<file path="src/rtl/ring_decoder.sv">
// ring_decoder: synchronizes, filters and validates a one-hot ring counter, reporting position, steps, laps and faults.
module ring_decoder #(
  parameter int WIDTH = 4,
  parameter int CNT_W = 8
) (
  input  logic                     hz100,
  input  logic                     reset,
  input  logic [WIDTH-1:0]         ring,
  output logic [$clog2(WIDTH)-1:0] pos,
  output logic                     valid,
  output logic                     step,
  output logic                     wrap,
  output logic [CNT_W-1:0]         laps,
  output logic                     err,
  output logic [1:0]               err_code
);
  localparam int PW = $clog2(WIDTH);
  typedef enum logic [1:0] {INIT, TRACK, FAULT} state_t;
  state_t state;
  logic [WIDTH-1:0] s1, s2, s3;
  logic [PW-1:0] idx, nxt;
  logic accept, hot, last;
  always_comb begin
    idx = '0;
    for (int i = 0; i < WIDTH; i++) idx = s2[i] ? PW'(i) : idx;
  end
  assign accept = s2 == s3;
  assign hot    = s2 != '0 && (s2 & (s2 - 1'b1)) == '0;
  assign last   = pos == PW'(WIDTH - 1);
  assign nxt    = last ? '0 : pos + 1'b1;
  always_ff @(posedge hz100) begin
    if (reset) begin
      state    <= INIT;
      s1       <= '0;
      s2       <= '0;
      s3       <= '0;
      pos      <= '0;
      valid    <= 1'b0;
      step     <= 1'b0;
      wrap     <= 1'b0;
      laps     <= '0;
      err      <= 1'b0;
      err_code <= 2'b00;
    end else begin
      s1   <= ring;
      s2   <= s1;
      s3   <= s2;
      step <= 1'b0;
      wrap <= 1'b0;
      if (accept) begin
        case (state)
          INIT: begin
            if (hot) begin
              pos   <= idx;
              valid <= 1'b1;
              state <= TRACK;
            end else if (s2 != '0) begin
              state <= FAULT;
              if (!err) begin
                err      <= 1'b1;
                err_code <= 2'b01;
              end
            end
          end
          TRACK: begin
            if (s2 == (WIDTH'(1) << nxt)) begin
              pos  <= nxt;
              step <= 1'b1;
              wrap <= last;
              laps <= last ? laps + 1'b1 : laps;
            end else if (s2 != (WIDTH'(1) << pos)) begin
              state <= FAULT;
              valid <= 1'b0;
              if (!err) begin
                err      <= 1'b1;
                err_code <= hot ? 2'b10 : 2'b01;
              end
            end
          end
          default: begin
            // only the ring's own reset state re-establishes a trustworthy position
            if (s2 == WIDTH'(1)) begin
              pos   <= '0;
              valid <= 1'b1;
              state <= TRACK;
            end
          end
        endcase
      end
    end
  end
endmodule

</file>
<file path="config.mk">
export PLATFORM = sky130hd
export DESIGN_NAME = ring_decoder
export DESIGN_NICKNAME = d
export VERILOG_FILES = /design/src/rtl/ring_decoder.sv
export SDC_FILE = /design/constraint.sdc
export NUM_CORES = 1
export LEC_CHECK = 0
export CAP_MARGIN = 20
export CORE_ASPECT_RATIO = 1.1
export CORE_MARGIN = 2
export CORE_UTILIZATION = 57
export DETAILED_ROUTE_END_ITERATION = 8
export PLACE_DENSITY_LB_ADDON = 0.25
export SETUP_SLACK_MARGIN = 0.4
export SLEW_MARGIN = 30
export SYNTH_ARGS = -nofsm -noshare
export SYNTH_HDL_FRONTEND = slang
export SYNTH_SLANG_ARGS = --single-unit
</file>
<file path="constraint.sdc">
create_clock -name hz100 -period 3.9 [get_ports hz100]
set_clock_uncertainty 0.1 [all_clocks]
set_input_delay 0.975 -clock hz100 [delete_from_list [all_inputs] [get_ports hz100]]
set_output_delay 0.975 -clock hz100 [all_outputs]
set_load 0.02 [all_outputs]
</file>
* Word-level counts from Yosys, hierarchy flattened
Cells that the tools add are included.
Operators by class: shift operators 2, bitwise operators 4, mux-type cells 33, equal/unequal tests 15, reduce and logical (&&, ||, !) cells 14, add/sub/neg operators 3
Operators by type and width (number):
- $mux 2 | 18
- $ne 2x2->1 const B | 8
- $pmux 2 s2 | 3
- $mux 1 | 10
- $reduce_and 5->1 | 2
- $add 8x1->8 const B | 1
- $eq 4x4->1 | 2
- $reduce_and 4->1 | 2
- $reduce_and 8->1 | 1
- $shl 1x2->4 const A | 2
- $reduce_and 6->1 | 1
- $and 4x4->4 | 1
- $eq 4x1->1 const B | 1
- $logic_not 4->1 | 1
- $ne 4x4->1 | 1
- $pmux 1 s2 | 2
- $reduce_bool 4->1 | 1
- $reduce_or 4->1 | 1
- $sub 4x1->4 const B | 1
- $ne 3x3->1 const B | 1
- $not 1->1 | 3
- $reduce_bool 3->1 | 1
- $reduce_or 3->1 | 1
- $add 2x1->2 const B | 1
- 5 further kinds | 5
Word-level totals: output and inout port bits 16, input bits 6, register bits 30

* Logic depth before layout (Yosys ltp)
Gate-level depths: netlist of run 1.
depth in word-level cells 9, mapped depth 8, gate-level depth less buffers 7

* Worst setup path before layout of run 1
No wires, ideal clock.
kind register -> register, start register pos[0], end register laps[6], path slack 1.538 ns, arrival time 2.146 ns, clock period less this slack 2.362 ns, buffers on the path 1, data required time 3.684 ns, library setup time 0.116 ns, stages on the path, launching flop included 9, cells stage by stage dfxtp_1 inv_1 ha_1 xnor2_1 nand4_2 or3_1 buf_2 o311a_1 a31o_1
Between the ends: longest elaborated chain between the ends 5
Ends and longest elaborated chain:
- start: declaration | RTL line 9 | output logic [$clog2(WIDTH)-1:0] pos,
- start signal: assignment | RTL line 54 | pos <= idx;
- start signal: assignment | RTL line 67 | pos <= nxt;
- $add 2x1->2 or $eq 2x2->1 (tied branches) | RTL line 30, 29
- $mux 2 | RTL line 30 | assign nxt = last ? '0 : pos + 1'b1;
- $shl 1x2->4 | RTL line 66 | if (s2 == (WIDTH'(1) << nxt)) begin
- $eq 4x4->1 | RTL line 66
- $reduce_and 4->1 (no source line) (*)
- end signal: assignment | RTL line 70 | laps <= last ? laps + 1'b1 : laps;
- end: declaration | RTL line 13 | output logic [CNT_W-1:0] laps,
Mark *: on every way between the ends. The rest lies on a longest branch, timed or not. A chain may end at the register's enable or synchronous reset.

* Worst setup path in the final report of run 1
start register laps[2], end output laps[2]
No word-level cell between the ends.

==> qor.csv, run 1 <==
metric,value,unit
cts_setup_buffers,0,
status,completed,
power_density,367.2,nW/µm²
syn_nets,172,
grt_setup_unrepaired,false,
grt_pass1_vias,1068,
endpoint_kind,primary output,
hold_ws,0.3548,ns
hold_class,register to register,
ys_types,42,
synth_top_area_frac,0.4013,
cp_max_fo,6,
dr.pass1.iters,4,
cts_root_buf,clkbuf_4,
dp_hpwl,1953,µm
io_pins,22,
synth-seq-cells,30,
cp.arrival,1.41,ns
cts_tree,yes,
cts_resized,0,
crit_start,laps[2],
vias_per_cell,5.770,
relSlewSlack,0.5593,
start_util,0.5995,
maxSlewViolCount,0,
finalHoldViolations,0,
worst_slew_pin_slew,0.6589,ns
reg2reg_to,laps[6],
crit_path_end,laps[2],
grt_pass1_wl,4498,µm
grt_use_total,0.2026,
synth_edf_count,0,
diodes,0,
clockBufferDepth,2,
drc_errors,0,
vdd_ir_drop_max,0.3459,mV
antenna_found_initial,0,
setup_viol,0,
grt_max_degree,33,
dieArea,3052,µm²
power,645.0,µW
dpl_worst_slack,1.381,ns
cp_num_cells,1,
cp-start-kind,register,
holdBufCountCts,0,
netlist_area,1496,µm²
rrSetupSlack,1.51,ns
portBuffers,21,
via_count,1229,
maxCapViolCount,0,
insertion_delay,0.33,ns
gp_congestion,0.8183,
leakage,0.0006401,µW
slowest_stage,clkdlybuf4s50_1,
die_w,52.86,µm
seq_area_frac_synth,0.4013,
nets,192,
cp_num_buf_inv,1,
worstSetupPathType,register to primary output,
max_stage_delay,0.64,ns
synth_area_per_cell,9.295,µm²
synthTopCellsByArea,"dfxtp_1 40%, xnor2_1 5.9%, nor2b_1 5.0%",
grt-ovfl-total,0,
htree_levels,2,
cp_cell_sequence,clkdlybuf4s50_1,
cts.sinks,30,
die_h,57.74,µm
synth_most_common_cell,dfxtp_1,
cts_inserted_buffers,5,
drive_gt1_frac,0.1154,
drtIter0Drc,23,
ff2ff_path_depth,7,
ys.flop_type,dfxtp_1,
worst_slack,1.420,ns
path_clk_slew,0.10,ns
final_cell_area,1757,µm²
cp.required,2.82,ns
crit_family,buffers and inverters,
synthTopCellsByCount,"30 x dfxtp_1, 15 x nor2_1, 12 x nor2b_1",
fmax,0.4032,GHz
async_flop_share,0,
period_share,0.6359,
synth_cells,161,
area_growth,17.39,%
avgRoutedWirePerCell,12.85,µm
fin_setup_tns,0,ns
fin_crit,2.480,ns
std_cell_rows,19,
wirelength,2736,µm
yosysWarnings,0,
ant_nets,0,
yosysTopAreaCell,dfxtp_1,
r2r_start,pos[0],
coreArea,2496,µm²
dpl_cell_area,1693,µm²
==> layout by cell type, fill, tap and decap left out, drive strengths merged, types with 2 or more instances in the layout <==
| cell | count |
|---|---|
| or4b | 2 |
| o21ai | 6 |
| nor2b | 12 |
| o21a | 3 |
| o211ai | 2 |
| nand2 | 8 |
| nor4 | 3 |
| o311a | 2 |
| or2 | 2 |
| o31ai | 3 |
| xor2 | 5 |
| xnor2 | 11 |
| clkbuf | 6 |
| or3 | 2 |
| nand4 | 4 |
| nor2 | 15 |
| a21oi | 6 |
| clkdlybuf4s50 | 21 |
| and4 | 2 |
| dfxtp | 30 |
| nor3 | 6 |
| mux2 | 3 |
| nand3 | 3 |
| inv | 6 |
| ha | 5 |
==> sequential cells by signal, summed over array words and instances, names as in the netlist <==
register  flops
laps          8
wrap          1
valid         1
s1            4
err_code      2
step          1
state         2
pos           2
err           1
s2            4
s3            4
==> report_power, final <==
group / leakage, µW / switching [µW] / internal [µW] / total [µW]
registers: 0.000244 / 17.6 / 320 / 338
clock network: 0.0000343 / 109 / 86.6 / 196
logic: 0.000361 / 57.9 / 53.7 / 112
==> metal layers <==
layer	vias up	share of wire	track usage
met5	-	0	0
met4	0	0.017	0.08791
met3	4	0.044	0.06959
met2	24	0.50	0.3393
met1	588	0.44	0.2310
li1	613	-	-
==> how the worst min path moves through the flow <==
stage,start,endpoint,slack (ns),cells after the start
after floorplan,s1[0],s2[0],0.31,1
after global placement,s1[2],s2[2],0.32,1
after detailed placement,s1[2],s2[2],0.33,1
after CTS,s1[2],s2[2],0.35,1
after global routing,s1[3],s2[3],0.36,1
final,s1[2],s2[2],0.35,1
==> cells by family after synthesis <==
group	Yosys count	share of synthesized area
and+or+nand+nor	62	0.2324
AOI/OAI and AO/OA	30	0.1480
DFF	30	0.4013
xor gates and xnor gates	16	0.09866
buffers and inverters	15	0.05518
adders and majority gates	5	0.04181
muxes	3	0.02257
==> per-stage QoR <==
stage,std cells,util
floorplan,161,-
global placement,205,0.6782
detailed placement,205,0.6782
CTS,213,0.7038
global route,213,0.7038
finish,213,0.7038
==> area by class of cell <==
type	instances	area (µm²)
clock buffers	6	51.30
clock inverters	2	12.51
fillers	194	739.5
inverters	6	22.52
multi-input cells	116	813.3
flip-flops and latches	30	600.6
well taps	31	38.79
repair buffers	22	217.7
Power figures use the tool's default switching activity.
==> inputs of run 2 (changes only) <==
CORE_UTILIZATION = 53   (was 57)
clock period = 2.55 ns   (was 3.9 ns; I/O delays follow)
==> run 2 against run 1 <==
  * First-iteration DRC count rose by 26%
  * Combinational power rose by 80%
  * Utilization fell by 0.65 points
  * Worst setup slack got worse by 0.96 ns
  * Die area rose by 7.0%
  * Largest cell class unchanged
  * Highest routed layer unchanged
==> qor.csv, run 2 (synthesis gave the netlist of run 1 again) <==
metric,value,unit,change
mostFrequentLayoutCells,"24 x dfxtp_1, 15 x nor2_1, 14 x clkdlybuf4s50_1",,
cp.arrival,2.22,ns,+0.81 ns
worstSetupPathType,register to register,,
drive_gt1_frac,0.2162,,+0.1008
die_h,59.73,µm,+3.4%
area_growth,27.09,%,
fin_setup_tns,0,ns,unchanged
die_w,54.67,µm,+3.4%
ant_nets,0,,unchanged
maxSlewViolCount,0,,unchanged
holdBufCountCts,0,,unchanged
fin_crit,2.087,ns,
cts_tree,yes,,
setup_viol,0,,unchanged
finalHoldViolations,0,,unchanged
cp.required,2.69,ns,-0.13 ns
cp_max_fo,7,,+1
relSlewSlack,0.5932,,+0.03387
via_count,1233,,+0.33%
clockBufferDepth,2,,unchanged
status,completed,,
grt_use_total,0.2192,,+0.01666
gp_congestion,0.8078,,-1.3%
cts.sinks,30,,unchanged
largest-register,laps,,
multi_input_area,900.9,µm²,+11%
maxCapViolCount,0,,unchanged
worst_slew_pin_slew,0.6083,ns,-0.05064 ns
path_clk_slew,0.10,ns,about the same
period_share,0.8186,,
largest_reg_flops,8,,unchanged
antenna_found_initial,0,,unchanged
vdd_ir_drop_max,0.4241,mV,+23%
leakage,0.0007930,µW,+24%
cp-start-kind,register,,
cts_setup_buffers,0,,unchanged
nets,195,,+1.6%
grt_pass1_vias,1187,,+11%
coreArea,2728,µm²,+9.3%
cts_root_buf,clkbuf_4,,
final_cell_area,1902,µm²,+8.3%
grt-ovfl-total,0,,unchanged
slowest_stage,dfxtp_4,,
final_core_util,0.6972,,-0.006511
regArea,620.6,µm²,+3.3%
grt_max_degree,20,,-39%
dp_hpwl,2154,µm,+10%
fmax,0.4790,GHz,
grt_setup_unrepaired,false,,
avgRoutedWirePerCell,14.17,µm,+10%
diodes,0,,unchanged
drtIter0Drc,29,,+26%
insertion_delay,0.33,ns,about the same
dieArea,3265,µm²,+7.0%
vias_per_cell,5.656,,-2.0%
drc_errors,0,,unchanged
dpl_cell_area,1790,µm²,+5.8%
fillerInstances,214,,+10%
final_common_cell,dfxtp_1,,
max_stage_delay,0.40,ns,-0.24 ns
portBuffers,21,,unchanged
std_cell_rows,20,,+1
grt_pass1_wl,5126,µm,+14%
power_density,532.2,nW/µm²,+45%
dr.pass1.iters,4,,unchanged
io_pins,22,,unchanged
wirelength,3089,µm,+13%
cts_inserted_buffers,5,,unchanged
start_util,0.5486,,-0.05087
cp_cell_sequence,inv_4 -> ha_4 -> xnor2_2 -> nand4_4 -> or3_4 -> o311a_1 -> a31o_1,,
hold_class,register to register,,
htree_levels,2,,unchanged
endpoint_kind,register,,
-- run 2: cell count changes in the layout (fill, tap and decap cells not counted), moves of 2 or more --
cell / previous run / this run
ha_1: 5 / 1
dlymetal6s2s_1: 0 / 6
clkdlybuf4s50_1: 21 / 14
buf_4: 1 / 4
xnor2_1: 10 / 6
ha_4: 0 / 3
xnor2_2: 1 / 5
inv_1: 6 / 4
dfxtp_4: 0 / 5
dfxtp_1: 30 / 24
-- run 2: through the flow --
stage / hold WS (ns) / total power, µW / std cells / worst slack, ns
after CTS: 0.3509 / 1019 / 218 / 0.4012
final: 0.3453 / 1012 / 218 / 0.4625
after global routing: 0.3576 / 1060 / 218 / 0.4056
after floorplan: 0.3138 / 668.4 / 161 / 0.3975
after global placement: 0.3273 / 717.9 / 210 / 0.2887
after detailed placement: 0.3343 / 724.3 / 210 / 0.2294
-- run 2: path summary, 6_finish.rpt --
| path | start | slack (ns) | cells past startpoint | endpoint |
|---|---|---|---|---|
| min reg2reg | s1[2] | 0.35 | 1 | s2[2] |
| max | pos[0] | 0.46 | 7 | laps[6] |
| min | s1[2] | 0.35 | 1 | s2[2] |
| max reg2reg | pos[0] | 0.46 | 7 | laps[6] |
-- run 2: power breakdown --
part | internal [µW] | leakage [µW] | switching, µW
sequential | 488 | 0.000248 | 31.1
combinational | 101 | 0.000509 | 101
clock | 133 | 0.0000353 | 158
-- run 2: cell type report --
cell class              count  area share
clock buffers               7     0.02895
repair buffers             25      0.1336
flip-flops and latches     30      0.3263
well taps                  33     0.02171
inverters                   6     0.01316
multi-input cells         116      0.4737
clock inverters             1    0.002632
-- run 2: timing repair --
action,CTS,global route
endpoints found under the setup margin,7,12
endpoints found under the hold margin,0,0
resized for setup,10,8
pin swaps,1,1
-- run 2: per-layer routing --
| layer | track usage | share of wire | vias to the layer above | routed length (µm) |
|---|---|---|---|---|
| met4 | 0.1179 | 0.023 | 0 | 72 |
| met3 | 0.05500 | 0.049 | 11 | 151 |
| met1 | 0.2598 | 0.44 | 568 | 1363 |
| li1 | - | - | 615 | - |
| met5 | 0 | 0 | - | 0 |
| met2 | 0.3554 | 0.49 | 39 | 1501 |
-- run 2: critical path, delay by kind of cell, from the launching register on --
family,cells,cell delay [ns]
simple gates,2,0.57
compound gates,2,0.48
flops,1,0.40
xor+xnor,1,0.21
fa+ha+maj,1,0.17
buf+inv,1,0.06
